## config.mk

```make
export PLATFORM = sky130hd
export DESIGN_NAME = la_strapcap_flat
export DESIGN_NICKNAME = d
export VERILOG_FILES = /design/src/rtl/la_strapcap_pkg.sv /design/src/rtl/la_strapcap_if.sv /design/src/rtl/la_dsync.sv /design/src/rtl/la_strapcap.sv /design/src/flat_wrapper.sv
export SDC_FILE = /design/constraint.sdc
export NUM_CORES = 1
export LEC_CHECK = 0
export ABC_AREA = 0
export ABC_CLOCK_PERIOD_IN_PS = 2000
export CAP_MARGIN = 20
export CORE_UTILIZATION = 50
export DETAILED_ROUTE_END_ITERATION = 8
export GPL_TIMING_DRIVEN = 0
export PLACE_DENSITY = 0.83
export SETUP_SLACK_MARGIN = 0.5
export SLEW_MARGIN = 20
export SYNTH_ARGS = -nofsm -noshare
export SYNTH_HDL_FRONTEND = slang
export SYNTH_SLANG_ARGS = --single-unit
```

## constraint.sdc

```tcl
create_clock -name clk -period 2 [get_ports clk]
set_input_delay 0.3 -clock clk [delete_from_list [all_inputs] [get_ports clk]]
set_output_delay 0.3 -clock clk [all_outputs]
set_load 0.01 [all_outputs]
```

## src/rtl/la_strapcap_pkg.sv

```systemverilog
// Shared definitions for the strap-capture block: FSM state encoding and
// the helper that sizes the saturating counters.
package la_strapcap_pkg;

  // 2'd3 is never entered; the FSM treats it as SETTLE.
  typedef enum logic [1:0] {
    ST_SETTLE = 2'd0,
    ST_SAMPLE = 2'd1,
    ST_DONE   = 2'd2
  } state_e;

  // Bits needed to hold a count from 0 up to and including x.
  function automatic int unsigned cnt_w(input int unsigned x);
    return 32'($clog2(x + 1));
  endfunction

endpackage

```

## src/rtl/la_strapcap_if.sv

```systemverilog
// Strap-capture bus: raw strap levels and rearm request in, qualified
// configuration word and status out.
//   strap : raw strap levels (async to clk)
//   rearm : single-cycle re-capture request
//   cfg   : captured configuration
//   valid : cfg is qualified
//   busy  : capture in progress
//   err   : last capture was forced by the retry limit
interface la_strapcap_if #(
  parameter int unsigned N = 8
);
  logic [N-1:0] strap;
  logic         rearm;
  logic [N-1:0] cfg;
  logic         valid;
  logic         busy;
  logic         err;

  // Strap/config source and consumer side.
  modport master (output strap, rearm, input cfg, valid, busy, err);
  // Capture block side.
  modport slave  (input strap, rearm, output cfg, valid, busy, err);
endinterface

```

## src/rtl/la_dsync.sv

```systemverilog
// Two-flop level synchronizer, N bits wide, flops reset to 0.
//   clk    : destination clock
//   nreset : asynchronous active-low reset
//   in_i   : asynchronous input levels
//   out_o  : synchronized levels
module la_dsync #(
  parameter int unsigned N    = 1,
  parameter string       PROP = "DEFAULT"
) (
  input  logic         clk,
  input  logic         nreset,
  input  logic [N-1:0] in_i,
  output logic [N-1:0] out_o
);

  logic [N-1:0] meta_q;
  logic [N-1:0] sync_q;

  // Non-default PROP values map to a hardened synchronizer cell in the
  // implementation flow; behaviourally both are the same two-flop chain.
  generate
    if (PROP == "DEFAULT") begin : g_generic
      always_ff @(posedge clk or negedge nreset) begin
        if (!nreset) begin
          meta_q <= '0;
          sync_q <= '0;
        end else begin
          meta_q <= in_i;
          sync_q <= meta_q;
        end
      end
    end else begin : g_cell
      always_ff @(posedge clk or negedge nreset) begin
        if (!nreset) begin
          meta_q <= '0;
          sync_q <= '0;
        end else begin
          meta_q <= in_i;
          sync_q <= meta_q;
        end
      end
    end
  endgenerate

  assign out_o = sync_q;

endmodule

```

## src/rtl/la_strapcap.sv

```systemverilog
// Strap capture: synchronizes raw strap levels, waits a settle window after
// reset/rearm, then requires SAMPLES identical samples (or gives up after
// MAXRETRY mismatches) before presenting a registered, qualified cfg word.
//   clk    : clock
//   nreset : asynchronous active-low reset
//   bus    : la_strapcap_if slave (strap, rearm in; cfg, valid, busy, err out)
module la_strapcap
  import la_strapcap_pkg::*;
#(
  parameter int unsigned N        = 8,
  parameter int unsigned SETTLE   = 16,
  parameter int unsigned SAMPLES  = 4,
  parameter int unsigned MAXRETRY = 15,
  parameter string       PROP     = "DEFAULT"
) (
  input  logic           clk,
  input  logic           nreset,
  la_strapcap_if.slave   bus
);

  localparam int unsigned SET_W = cnt_w(SETTLE);
  localparam int unsigned SMP_W = cnt_w(SAMPLES);
  localparam int unsigned RTY_W = cnt_w(MAXRETRY);

  logic [N-1:0] s;

  state_e             state_q,  state_d;
  logic [SET_W-1:0]   settle_q, settle_d;
  logic [SMP_W-1:0]   stable_q, stable_d;
  logic [RTY_W-1:0]   retry_q,  retry_d;
  logic [N-1:0]       ref_q,    ref_d;
  logic [N-1:0]       cfg_q,    cfg_d;
  logic               valid_q,  valid_d;
  logic               busy_q,   busy_d;
  logic               err_q,    err_d;

  // Strap synchronizer; everything downstream sees only s.
  la_dsync #(
    .N    (N),
    .PROP (PROP)
  ) u_dsync (
    .clk    (clk),
    .nreset (nreset),
    .in_i   (bus.strap),
    .out_o  (s)
  );

  // Next-state and output logic.
  always_comb begin
    state_d  = state_q;
    settle_d = settle_q;
    stable_d = stable_q;
    retry_d  = retry_q;
    ref_d    = ref_q;
    cfg_d    = cfg_q;
    valid_d  = valid_q;
    err_d    = err_q;

    case (state_q)
      ST_SETTLE: begin
        if (settle_q == SET_W'(SETTLE - 1)) begin
          state_d  = ST_SAMPLE;
          settle_d = '0;
          stable_d = '0;
          retry_d  = '0;
        end else begin
          settle_d = settle_q + SET_W'(1);
        end
      end

      ST_SAMPLE: begin
        if (stable_q == SMP_W'(0)) begin
          ref_d    = s;
          stable_d = SMP_W'(1);
        end else if (s == ref_q) begin
          if (stable_q != SMP_W'(SAMPLES)) stable_d = stable_q + SMP_W'(1);
        end else begin
          ref_d    = s;
          stable_d = SMP_W'(1);
          if (retry_q != RTY_W'(MAXRETRY)) retry_d = retry_q + RTY_W'(1);
        end

        // A clean run takes priority over the retry limit on the same edge.
        if (stable_d == SMP_W'(SAMPLES)) begin
          cfg_d   = ref_d;
          valid_d = 1'b1;
          err_d   = 1'b0;
          state_d = ST_DONE;
        end else if (retry_d == RTY_W'(MAXRETRY)) begin
          cfg_d   = s;
          valid_d = 1'b1;
          err_d   = 1'b1;
          state_d = ST_DONE;
        end
      end

      ST_DONE: begin
        if (bus.rearm) begin
          state_d  = ST_SETTLE;
          valid_d  = 1'b0;
          settle_d = '0;
          stable_d = '0;
          retry_d  = '0;
        end
      end

      default: begin
        state_d  = ST_SETTLE;
        settle_d = '0;
        stable_d = '0;
        retry_d  = '0;
      end
    endcase

    busy_d = (state_d != ST_DONE);
  end

  // State and output registers.
  always_ff @(posedge clk or negedge nreset) begin
    if (!nreset) begin
      state_q  <= ST_SETTLE;
      settle_q <= '0;
      stable_q <= '0;
      retry_q  <= '0;
      ref_q    <= '0;
      cfg_q    <= '0;
      valid_q  <= 1'b0;
      busy_q   <= 1'b1;
      err_q    <= 1'b0;
    end else begin
      state_q  <= state_d;
      settle_q <= settle_d;
      stable_q <= stable_d;
      retry_q  <= retry_d;
      ref_q    <= ref_d;
      cfg_q    <= cfg_d;
      valid_q  <= valid_d;
      busy_q   <= busy_d;
      err_q    <= err_d;
    end
  end

  assign bus.cfg   = cfg_q;
  assign bus.valid = valid_q;
  assign bus.busy  = busy_q;
  assign bus.err   = err_q;

endmodule

```

## src/flat_wrapper.sv

```systemverilog
// flat-port wrapper written by rule: the top's interface ports become plain ports
module la_strapcap_flat import la_strapcap_pkg::*;
#(
  parameter int unsigned N        = 8,
  parameter int unsigned SETTLE   = 16,
  parameter int unsigned SAMPLES  = 4,
  parameter int unsigned MAXRETRY = 15,
  parameter string       PROP     = "       "
)
  (clk, nreset, bus_strap, bus_rearm, bus_cfg, bus_valid, bus_busy, bus_err);
  la_strapcap_if #(.N(N)) bus_i ();
  input  logic clk;
  input  logic nreset;
  input wire logic [$bits(bus_i.strap)-1:0] bus_strap;
  input wire logic [$bits(bus_i.rearm)-1:0] bus_rearm;
  output wire logic [$bits(bus_i.cfg)-1:0] bus_cfg;
  output wire logic [$bits(bus_i.valid)-1:0] bus_valid;
  output wire logic [$bits(bus_i.busy)-1:0] bus_busy;
  output wire logic [$bits(bus_i.err)-1:0] bus_err;
  assign bus_i.strap = bus_strap;
  assign bus_i.rearm = bus_rearm;
  assign bus_cfg = bus_i.cfg;
  assign bus_valid = bus_i.valid;
  assign bus_busy = bus_i.busy;
  assign bus_err = bus_i.err;
  la_strapcap #(.N(N), .SETTLE(SETTLE), .SAMPLES(SAMPLES), .MAXRETRY(MAXRETRY), .PROP(PROP)) u_core (.clk(clk), .nreset(nreset), .bus(bus_i));
endmodule
```

# Word-level counts from Yosys, hierarchy flattened
# Cells that the tools add are included.
dict set report word_totals {
  register_bits 49
  input_bits 11
  word_cells 66
  output_inout_bits 11
}
dict set report classes {
  n_mux 31
  n_reduce_logical 8
  bitwise 1
  n_addsub 3
  eq_ne 12
}
# op n
set ops {}
lappend ops {{8-bit two-way mux} 4}
lappend ops {{4-bit two-way mux} 6}
lappend ops {{3-bit two-way mux} 6}
lappend ops {{5-bit case mux with 3 select lines} 1}
lappend ops {{4-bit case mux with 3 select lines} 1}
lappend ops {{5-bit two-way mux} 2}
lappend ops {{3-bit case mux with 3 select lines} 1}
lappend ops {{8-bit equality test} 1}
lappend ops {{2-bit two-way mux} 4}
lappend ops {{2-bit case mux with 3 select lines} 1}
lappend ops {{2-bit AND reduction} 3}
lappend ops {{5-bit by 1-bit adder with 5-bit output (second input constant)} 1}
lappend ops {{5-bit by 4-bit equality test with 1-bit output (second input constant)} 1}
lappend ops {{4-bit by 1-bit adder with 4-bit output (second input constant)} 1}
lappend ops {{4-bit equality test (second input constant)} 1}
lappend ops {{1-bit two-way mux} 4}
lappend ops {{2-bit != test (second input constant)} 2}
lappend ops {{4-bit != test (second input constant)} 1}
lappend ops {{2-bit nonzero test} 2}
lappend ops {{3-bit by 1-bit adder with 3-bit output (second input constant)} 1}
lappend ops {{3-bit equality test (second input constant)} 1}
lappend ops {{3-bit zero test} 1}
lappend ops {{3-bit by 1-bit != test with 1-bit output (second input constant)} 1}
lappend ops {{3-bit != test (second input constant)} 1}
lappend ops {{7 further kinds} 7}

# Logic depth before layout (Yosys ltp)
# Gate-level depths: netlist of run 1.
dict set report depth {
  depth_word 10
  depth_mapped 8
  ltp_nobuf 8
}

# Hierarchy
# From an unflattened synthesis of run 1, not the netlist that was laid out.
dict set report unflattened {
  cells_unflattened 245
  hier_area_um2 2481.1
}
# mod seq_area_each_um2 cells_each n_inst area_per_inst_um2
set by_module_without_submodules {}
lappend by_module_without_submodules {la_strapcap 827.0 229 1 2080.7}
lappend by_module_without_submodules {la_dsync 400.4 16 1 400.4}

# Least setup slack after synthesis of run 1
# Ideal clock, no wire load.
dict set report synth_timing {
  path_type {reg2reg}
  from {reg u_core.stable_q[0]}
  to {reg u_core.cfg_q[1] (netlist: u_core.bus.cfg[1])}
  t_required_ns 1.875
  n_path_buf 0
  arrival_ns 1.920
  setup_ns 0.125
  stages_incl_launch_ff 9
  synth_period_minus_slack_ns 2.045
  slack_ns -0.045
  cell_sequence {dfrtp_1 -> inv_1 -> ha_1 -> nor2b_2 -> a31oi_4 -> a21boi_1 -> o221ai_2 -> nand3_4 -> mux2_2}
}
dict set report synth_between {
  elab_chain_len 8
  elab_cells_between_ends 15
  classes_between {add/sub (1); eq/ne (3); mux (8); reduce/logical (3)}
}
# element line_no
set synth_rtl {}
lappend synth_rtl {{start, declared} la_strapcap.sv:29} ;# logic [SMP_W-1:0] stable_q, stable_d;
lappend synth_rtl {{start signal, assigned} la_strapcap.sv:133} ;# stable_q <= stable_d;
lappend synth_rtl {{3-bit by 1-bit adder with 3-bit output or 3-bit != test (tied branches)} la_strapcap.sv:76} ;# if (stable_q != SMP_W'(SAMPLES)) stable_d = stable_q + SMP_W'(1);
lappend synth_rtl {{3-bit two-way mux} la_strapcap.sv:76}
lappend synth_rtl {{3-bit two-way mux} la_strapcap.sv:75} ;# end else if (s == ref_q) begin
lappend synth_rtl {{3-bit two-way mux} la_strapcap.sv:72} ;# if (stable_q == SMP_W'(0)) begin
lappend synth_rtl {{3-bit two-way mux} la_strapcap.sv:59} ;# case (state_q)
lappend synth_rtl {{3-bit equality test} la_strapcap.sv:84} ;# if (stable_d == SMP_W'(SAMPLES)) begin
lappend synth_rtl {{2-bit nonzero test (no line)} -}
lappend synth_rtl {{2-bit AND reduction (no line)} -}
lappend synth_rtl {{end signal, assigned} la_strapcap.sv:136} ;# cfg_q <= cfg_d;
lappend synth_rtl {{end, declared} la_strapcap.sv:32} ;# logic [N-1:0] cfg_q, cfg_d;
# Several ways; a longest one is shown, not always the timed one. The select of a mux whose other input is x is not followed.
# A chain may end at the register's enable or synchronous reset.

# Worst setup path after layout of run 1
dict set report layout_timing {
  from {reg u_core.retry_q[0]}
  to {reg u_core.cfg_q[6] (netlist: u_core.bus.cfg[6])}
}
dict set report layout_between {
  elab_chain_len 8
  elab_cells_between_ends 9
  classes_between {add/sub (1); eq/ne (2); mux (4); reduce/logical (2)}
}
# element line_no
set layout_rtl {}
lappend layout_rtl {{start, declared} la_strapcap.sv:30} ;# logic [RTY_W-1:0] retry_q, retry_d;
lappend layout_rtl {{start signal, assigned} la_strapcap.sv:134} ;# retry_q <= retry_d;
lappend layout_rtl {{4-bit by 1-bit adder with 4-bit output or 4-bit != test (tied branches)} la_strapcap.sv:80} ;# if (retry_q != RTY_W'(MAXRETRY)) retry_d = retry_q + RTY_W'(1);
lappend layout_rtl {{4-bit two-way mux} la_strapcap.sv:80}
lappend layout_rtl {{4-bit two-way mux} la_strapcap.sv:75}
lappend layout_rtl {{4-bit two-way mux (*)} la_strapcap.sv:72}
lappend layout_rtl {{4-bit two-way mux (*)} la_strapcap.sv:59}
lappend layout_rtl {{4-bit equality test (*)} la_strapcap.sv:89} ;# end else if (retry_d == RTY_W'(MAXRETRY)) begin
lappend layout_rtl {{2-bit nonzero test (no line) (*)} -}
lappend layout_rtl {{2-bit AND reduction (no line) (*)} -}
# Every way passes the cells marked *; elsewhere a longest branch is shown, timed or not. The select of a mux whose other input is x is not followed.

==> out/results.tsv, run 1 <==
stage	metric	value	unit
outcome	status	complete, but fails checks	
outcome	violations	negative setup slack	
floorplanning	die_x	68.8	um
logic_synthesis	yosys-top-cells-count	dfrtp_1, mux2_2, inv_1	
setup_path	cp-end-kind	register	
grt	grt_pass1_vias	1766	
finish	stdcell_area	3350	sq um
setup_path	slowest_delay	460	ps
sta	setup_slack	-104	ps
power	cellLeakagePower	1.57	nW
finish	nets	276	
detailed_routing	via_per_inst	5.98	
floorplanning	core_area	4140	sq um
logic_synthesis	postSynthAreaPerCell	12.1	sq um
power	netSwitchingFraction	0.364	
sta	fin_crit	2100	ps
clocking	cts_max_path_buffers	2	
clocking	htree_levels	2	
sta	setup_violations	10	
logic_synthesis	yosys.area.top_type	dfrtp_1	
logic_synthesis	synth_top_area_share	0.538	
finish	syn_to_final_growth	50.3	%
finish	utilization	0.809	
detailed_routing	route.detailed.drc	0	
sta	maxSlewViolCount	0	
setup_path	path_max_fanout	6	
power	p_int	2.71	mW
worst_hold_path	min_path_type	register to register	
floorplanning	die_h	68.8	um
detailed_routing	met1_length	2300	um
setup_path	r2r_start	u_core.retry_q[0]$_DFFE_PN0P_	
setup_path	worstReg2RegEnd	u_core.bus.cfg[6]$_DFFE_PN0P_	
logic_synthesis	async_reset_ff_frac	1.00	
clocking	cts.sinks	49	
logic_synthesis	synth-edff-count	0	
worst_hold_path	hold_start	u_core.u_dsync.meta_q[7]$_DFF_PN0_	
logic_synthesis	yosysWarnings	0	
detailed_routing	drtPass1Iterations	4	
power	p_clk_frac	0.166	
detailed_routing	num_vias	1842	
setup_path	worstSetupStartpointType	register	
sta	max-slew-margin-rel	0.705	
grt	grt_pass1_wl	8240	um
place	dp_slack	-96.3	ps
power	peakVddDrop	0.733	mV
clocking	clock_latency	310	ps
setup_path	crit_chain	ha_2 > a31oi_4 > o211ai_1 > o221ai_2 > buf_4 > nand3_4 > mux2_4	
setup_path	ff2ff_path_depth	7	
logic_synthesis	syn_area	2230	sq um
logic_synthesis	synth_cells	185	
place	placed_area	2560	sq um
logic_synthesis	ys_types	47	
place	gp_congestion	0.833	
detailed_routing	dr.first_iter.drc_count	131	
sta	fin_skew	11.8	ps
floorplanning	start_util	0.538	
power	power_switching	1.55	mW
grt	grt_max_degree	34	
sta	fin_crit_sh	1.05	
place	dp.cells	257	
floorplanning	die_area	4730	sq um
detailed_routing	ant_nets	0	
place	dp_hpwl	2730	um
floorplanning	boundaryPins	22	
logic_synthesis	ys_ff_latch	49	
clocking	numCtsBuffers	5	
setup_path	worst-path-buf-inv	1	
sta	fmax	475	MHz
grt	antenna_found_initial	0	
detailed_routing	dr.max_layer_used	met4	
sta	worst_pin_slew	443	ps
logic_synthesis	synth_seq_area_share	0.550	
logic_synthesis	syn_nets	204	
clocking	cts.clk_slew.worst_paths	90	ps
worst_hold_path	whs_path_depth	0	
finish	final_cells	308	
clocking	clockRootBuffer	clkbuf_8	
setup_path	r2r_setup_slack	-100	ps
place	io_buffers	21	
logic_synthesis	synthMostInstantiatedCell	dfrtp_1	
power	p_comb_frac	0.516	
setup_path	critical_path_required	2190	ps
logic_synthesis	yosys-top-cells-area	dfrtp_1, mux2_2, ha_1	
logic_synthesis	synthFlopType	dfrtp_1	
power	power.density	1270	nW/um^2
setup_path	cp_top_family	compound AO/OA/AOI/OAI gates	
setup_path	critPathLaunch	u_core.retry_q[0]$_DFFE_PN0P_	
floorplanning	rows	23	
sta	hold-worst-slack	352	ps
power	pwr-share-seq	0.318	
flow_run	max_cap_violations	0	
finish	drive_gt1_frac	0.477	
setup_path	arrival	2290	ps
setup_path	cp_slowest_cell	dfrtp_1	
sta	hold_viol_final	0	
grt	grt-ovfl-total	0	
clocking	cts_tree	yes	
finish	antennaDiodeCount	0	
detailed_routing	dr_wl_met2	3110	um
grt	grt.total_usage	0.246	
worst_hold_path	hold_end	u_core.u_dsync.out_o[7]$_DFF_PN0_	
detailed_routing	wl_met3	366	um
detailed_routing	routed_wirelength	6020	um
detailed_routing	avgRoutedWirePerCell	19.6	um
setup_path	criticalPathCategory	register to register	
sta	rsz0062_at_grt	true	
registers in the layout, summed over array words and instances (netlist names):
register	flops
u_core.settle_q	5
u_core.u_dsync.out_o	8
u_core.bus.busy	1
u_core.bus.err	1
u_core.ref_q	8
u_core.stable_q	3
u_core.bus.cfg	8
u_core.state_q	2
u_core.bus.valid	1
u_core.u_dsync.meta_q	8
u_core.retry_q	4
metal layers:
layer / vias up / track usage
li1: 813 / -
met1: 926 / 0.314
met2: 77 / 0.396
met3: 26 / 0.0592
met4: 0 / 0.112
met5: - / 0
through the flow:
step           setup TNS (ps)  power (mW)
6_report                 -842        4.26
5_1_grt                 -1660        4.43
4_1_cts                     0        3.61
3_5_place_dp             -687        2.43
3_3_place_gp           -33400        2.37
2_1_floorplan               0        2.16
how the worst max path moves through the flow:
| stage | to | cells past startpoint |
|---|---|---|
| after detailed placement | u_core.bus.cfg[3]$_DFFE_PN0P_ | 8 |
| after floorplan | u_core.bus.cfg[0]$_DFFE_PN0P_ | 8 |
| after global routing | u_core.bus.cfg[6]$_DFFE_PN0P_ | 7 |
| final | u_core.bus.cfg[6]$_DFFE_PN0P_ | 7 |
| after global placement | u_core.u_dsync.meta_q[6]$_DFF_PN0_ | 1 |
| after CTS | u_core.bus.cfg[6]$_DFFE_PN0P_ | 9 |
worst register-to-register path, stage by stage (launching register included):
cell and delay, ps:
dfrtp_1 460, ha_2 280, a31oi_4 230, o211ai_1 190, o221ai_2 200, buf_4 170, nand3_4 120, mux2_4 340
area by class of cell:
type,count,area (sq um)
fill,197,791
timing repair buffer,64,609
buffer,4,51.3
tap,50,62.6
clock inverter,2,38.8
inverter,11,41.3
clock buffer,6,72.6
sequential,49,1230
multi-input combinational,122,1250
placed cells by master, fill, tap and decap left out, types with 6 or more instances in the layout:
master / count
mux2_2: 10
buf_6: 14
clkdlybuf4s50_1: 9
dlygate4sd2_1: 6
mux2_4: 6
nand2_1: 9
buf_4: 27
dfrtp_1: 48
xnor2_2: 8
inv_1: 6
cells by family (layout without fill, tap and decap cells):
kind of cell    Yosys count  in the layout  synth area share
flops                    49             49             0.550
mux                      17             17            0.0886
simple gates             40             41             0.103
xor+xnor                 10             10            0.0393
fa+ha+maj                 8              8            0.0449
compound gates           46             46             0.149
buf+inv                  15             87            0.0258
timing repair:
item                                    CTS  global route
gates resized for setup                  36            61
setup buffers                            25            15
pin swaps                                14            22
hold buffers                              1             0
cloned                                    1             1
endpoints found under the hold margin    15             0
endpoints found under the setup margin   39            37
power by group through the flow:
stage | clock (mW) | combinational [mW] | sequential [mW]
after CTS | 0.712 | 1.58 | 1.31
final | 0.705 | 2.20 | 1.35
after global placement | 0 | 1.05 | 1.33
after floorplan | 0 | 0.855 | 1.31
after global routing | 0.761 | 2.30 | 1.37
after detailed placement | 0 | 1.09 | 1.34
No activity file was read; power rests on OpenSTA's default activity.
==> run 2: changes to the inputs <==
--- a/config.mk
+++ b/config.mk
@@ -8,6 +8,7 @@
 export ABC_AREA = 0
 export ABC_CLOCK_PERIOD_IN_PS = 2000
 export CAP_MARGIN = 20
+export CORE_MARGIN = 2
 export CORE_UTILIZATION = 50
 export DETAILED_ROUTE_END_ITERATION = 8
 export GPL_TIMING_DRIVEN = 0
==> constraint.sdc (replaced) <==
create_clock -name clk -period 2 [get_ports clk]
set_input_delay 0.2 -clock clk [delete_from_list [all_inputs] [get_ports clk]]
set_output_delay 0.2 -clock clk [all_outputs]
set_load 0.01 [all_outputs]
==> run 2 against run 1 <==
The run still ends with negative setup slack left. Setup slack got worse by 180 ps. Utilization decreased by 5.3 points. Critical path depth stayed put. Combinational power down 10%. Sequential share of layout area grew 0.99 points. Via count grew 5.2%. Hold slack worse by 34 ps. Cell area decreased by 2.5%. Critical endpoint is now u_core.bus.cfg[5]$_DFFE_PN0P_. Largest cell class is now flip-flops and latches.
==> out/results.tsv, run 2 (synthesis gave the netlist of run 1 again) <==
stage	metric	value	unit
outcome	status	complete, but fails checks	
outcome	violations	negative setup slack	
setup_path	critical_path_required	2190	ps
finish	nets	274	
setup_path	worstSetupStartpointType	register	
sta	fin_crit	2290	ps
place	io_buffers	21	
setup_path	criticalPathCategory	register to register	
sta	fin_skew	9.40	ps
sta	fmax	437	MHz
setup_path	path_max_fanout	5	
finish	layout_common_cells	dfrtp_1, buf_4, clkdlybuf4s50_1	
power	power.density	1250	nW/um^2
worst_hold_path	min_path_type	input pin to register	
clocking	cts.sinks	49	
power	finalPower	4.09	mW
grt	grt.total_usage	0.235	
place	dp.cells	259	
setup_path	cp-end-kind	register	
detailed_routing	dr.first_iter.drc_count	172	
sta	fin_setup_tns	-2460	ps
power	cellLeakagePower	1.42	nW
finish	layout_commonest_cell	dfrtp_1	
detailed_routing	via_per_inst	6.29	
detailed_routing	drtPass1Iterations	4	
sta	max-slew-margin-rel	0.658	
sta	setup_violations	12	
grt	antenna_found_initial	0	
clocking	numCtsBuffers	5	
grt	grt_max_degree	30	
sta	setup_slack	-287	ps
sta	rsz0062_at_grt	true	
clocking	cts_max_path_buffers	2	
clocking	cts_tree	yes	
detailed_routing	avgRoutedWirePerCell	23.4	um
floorplanning	core_area	4320	sq um
setup_path	arrival	2480	ps
grt	grt_pass1_vias	1825	
floorplanning	boundaryPins	22	
detailed_routing	routed_wirelength	7220	um
detailed_routing	ant_nets	0	
floorplanning	start_util	0.516	
finish	antennaDiodeCount	0	
floorplanning	die_x	70.8	um
power	peakVddDrop	0.638	mV
clocking	htree_levels	2	
clocking	clockRootBuffer	clkbuf_8	
floorplanning	die_h	70.8	um
sta	worst_pin_slew	514	ps
clocking	clock_latency	310	ps
clocking	cts.clk_slew.worst_paths	100	ps
flow_run	max_cap_violations	0	
place	dp_hpwl	2860	um
place	gp_congestion	0.959	
finish	drive_gt1_frac	0.473	
sta	fin_crit_sh	1.14	
detailed_routing	route.detailed.drc	0	
finish	utilization	0.756	
detailed_routing	num_vias	1937	
floorplanning	rows	24	
sta	maxSlewViolCount	0	
finish	final_cells	308	
sta	hold_viol_final	0	
finish	syn_to_final_growth	46.5	%
grt	grt_pass1_wl	9040	um
grt	grt-ovfl-total	0	
floorplanning	die_area	5010	sq um
==> run 2: changes by cell type in the layout (fill, tap and decap cells not counted), sizes merged <==
cell           before  now
clkdlybuf4s50       9   19
buf                46   43
clkbuf              7    8
dlymetal6s2s        5    0
dlygate4sd2         6    1
==> run 2: where the power goes <==
part / internal, mW / switching, mW / total (mW)
sequential: 1.17 / 0.206 / 1.38
combinational: 0.992 / 0.987 / 1.98
clock: 0.376 / 0.356 / 0.732
total: 2.54 / 1.55 / 4.09
==> run 2: timing repair <==
| action | in CTS | in global routing |
|---|---|---|
| endpoints found under the setup margin | 34 | 33 |
| buffers inserted | 24 | 15 |
| pin swaps | 17 | 20 |
| hold endpoints to repair | 20 | 0 |
| hold buffers | 1 | 0 |
| resized for setup | 47 | 28 |
| gates cloned | 1 | 0 |
==> run 2: per-stage QoR <==
step,worst slack (ps),cell area (sq um),hold WS [ps]
4_1_cts,-18.7,3030,321
5_1_grt,-354,3270,321
2_1_floorplan,129,2270,-95.6
3_5_place_dp,-128,2560,190
3_3_place_gp,-547,2550,331
6_report,-287,3270,318
==> run 2: cell type report <==
cell class	count	area, sq um
Timing Repair Buffer	62	554
Clock buffer	6	72.6
Multi-Input combinational cell	122	1230
Tap cell	52	65.1
Clock inverter	2	38.8
Buffer	4	38.8
Inverter	11	41.3
Sequential cell	49	1230
Fill cell	230	1060
==> run 2: critical path: stages (launching register included) <==
cell	delay (ps)
dfrtp_1	420
xnor2_1	250
nand4_1	230
o211ai_1	410
o221ai_2	180
buf_4	170
nand3_4	140
mux2_2	350
==> run 2: routing by layer <==
| layer | up-vias | GRT usage | wire, um |
|---|---|---|---|
| li1 | 803 | - | - |
| met1 | 977 | 0.282 | 2660 |
| met2 | 113 | 0.406 | 3660 |
| met3 | 44 | 0.0328 | 398 |
| met4 | 0 | 0.134 | 491 |
| met5 | - | 0 | 0 |
==> run 2: worst paths after layout <==
check                                                         from                                 end  slack (ps)  depth (start not counted)
worst min-delay path                                  bus_strap[2]  u_core.u_dsync.meta_q[2]$_DFF_PN0_         320                          1
min in group asynchronous                                   nreset         u_core.ref_q[7]$_DFFE_PN0P_         390                          2
worst max register to register         u_core.ref_q[1]$_DFFE_PN0P_       u_core.bus.cfg[5]$_DFFE_PN0P_        -290                          7
worst max-delay path                   u_core.ref_q[1]$_DFFE_PN0P_       u_core.bus.cfg[5]$_DFFE_PN0P_        -290                          7
worst min register to register  u_core.u_dsync.meta_q[1]$_DFF_PN0_   u_core.u_dsync.out_o[1]$_DFF_PN0_         350                          0
max in group asynchronous                                   nreset           u_core.bus.busy$_DFF_PN1_        1000                          3
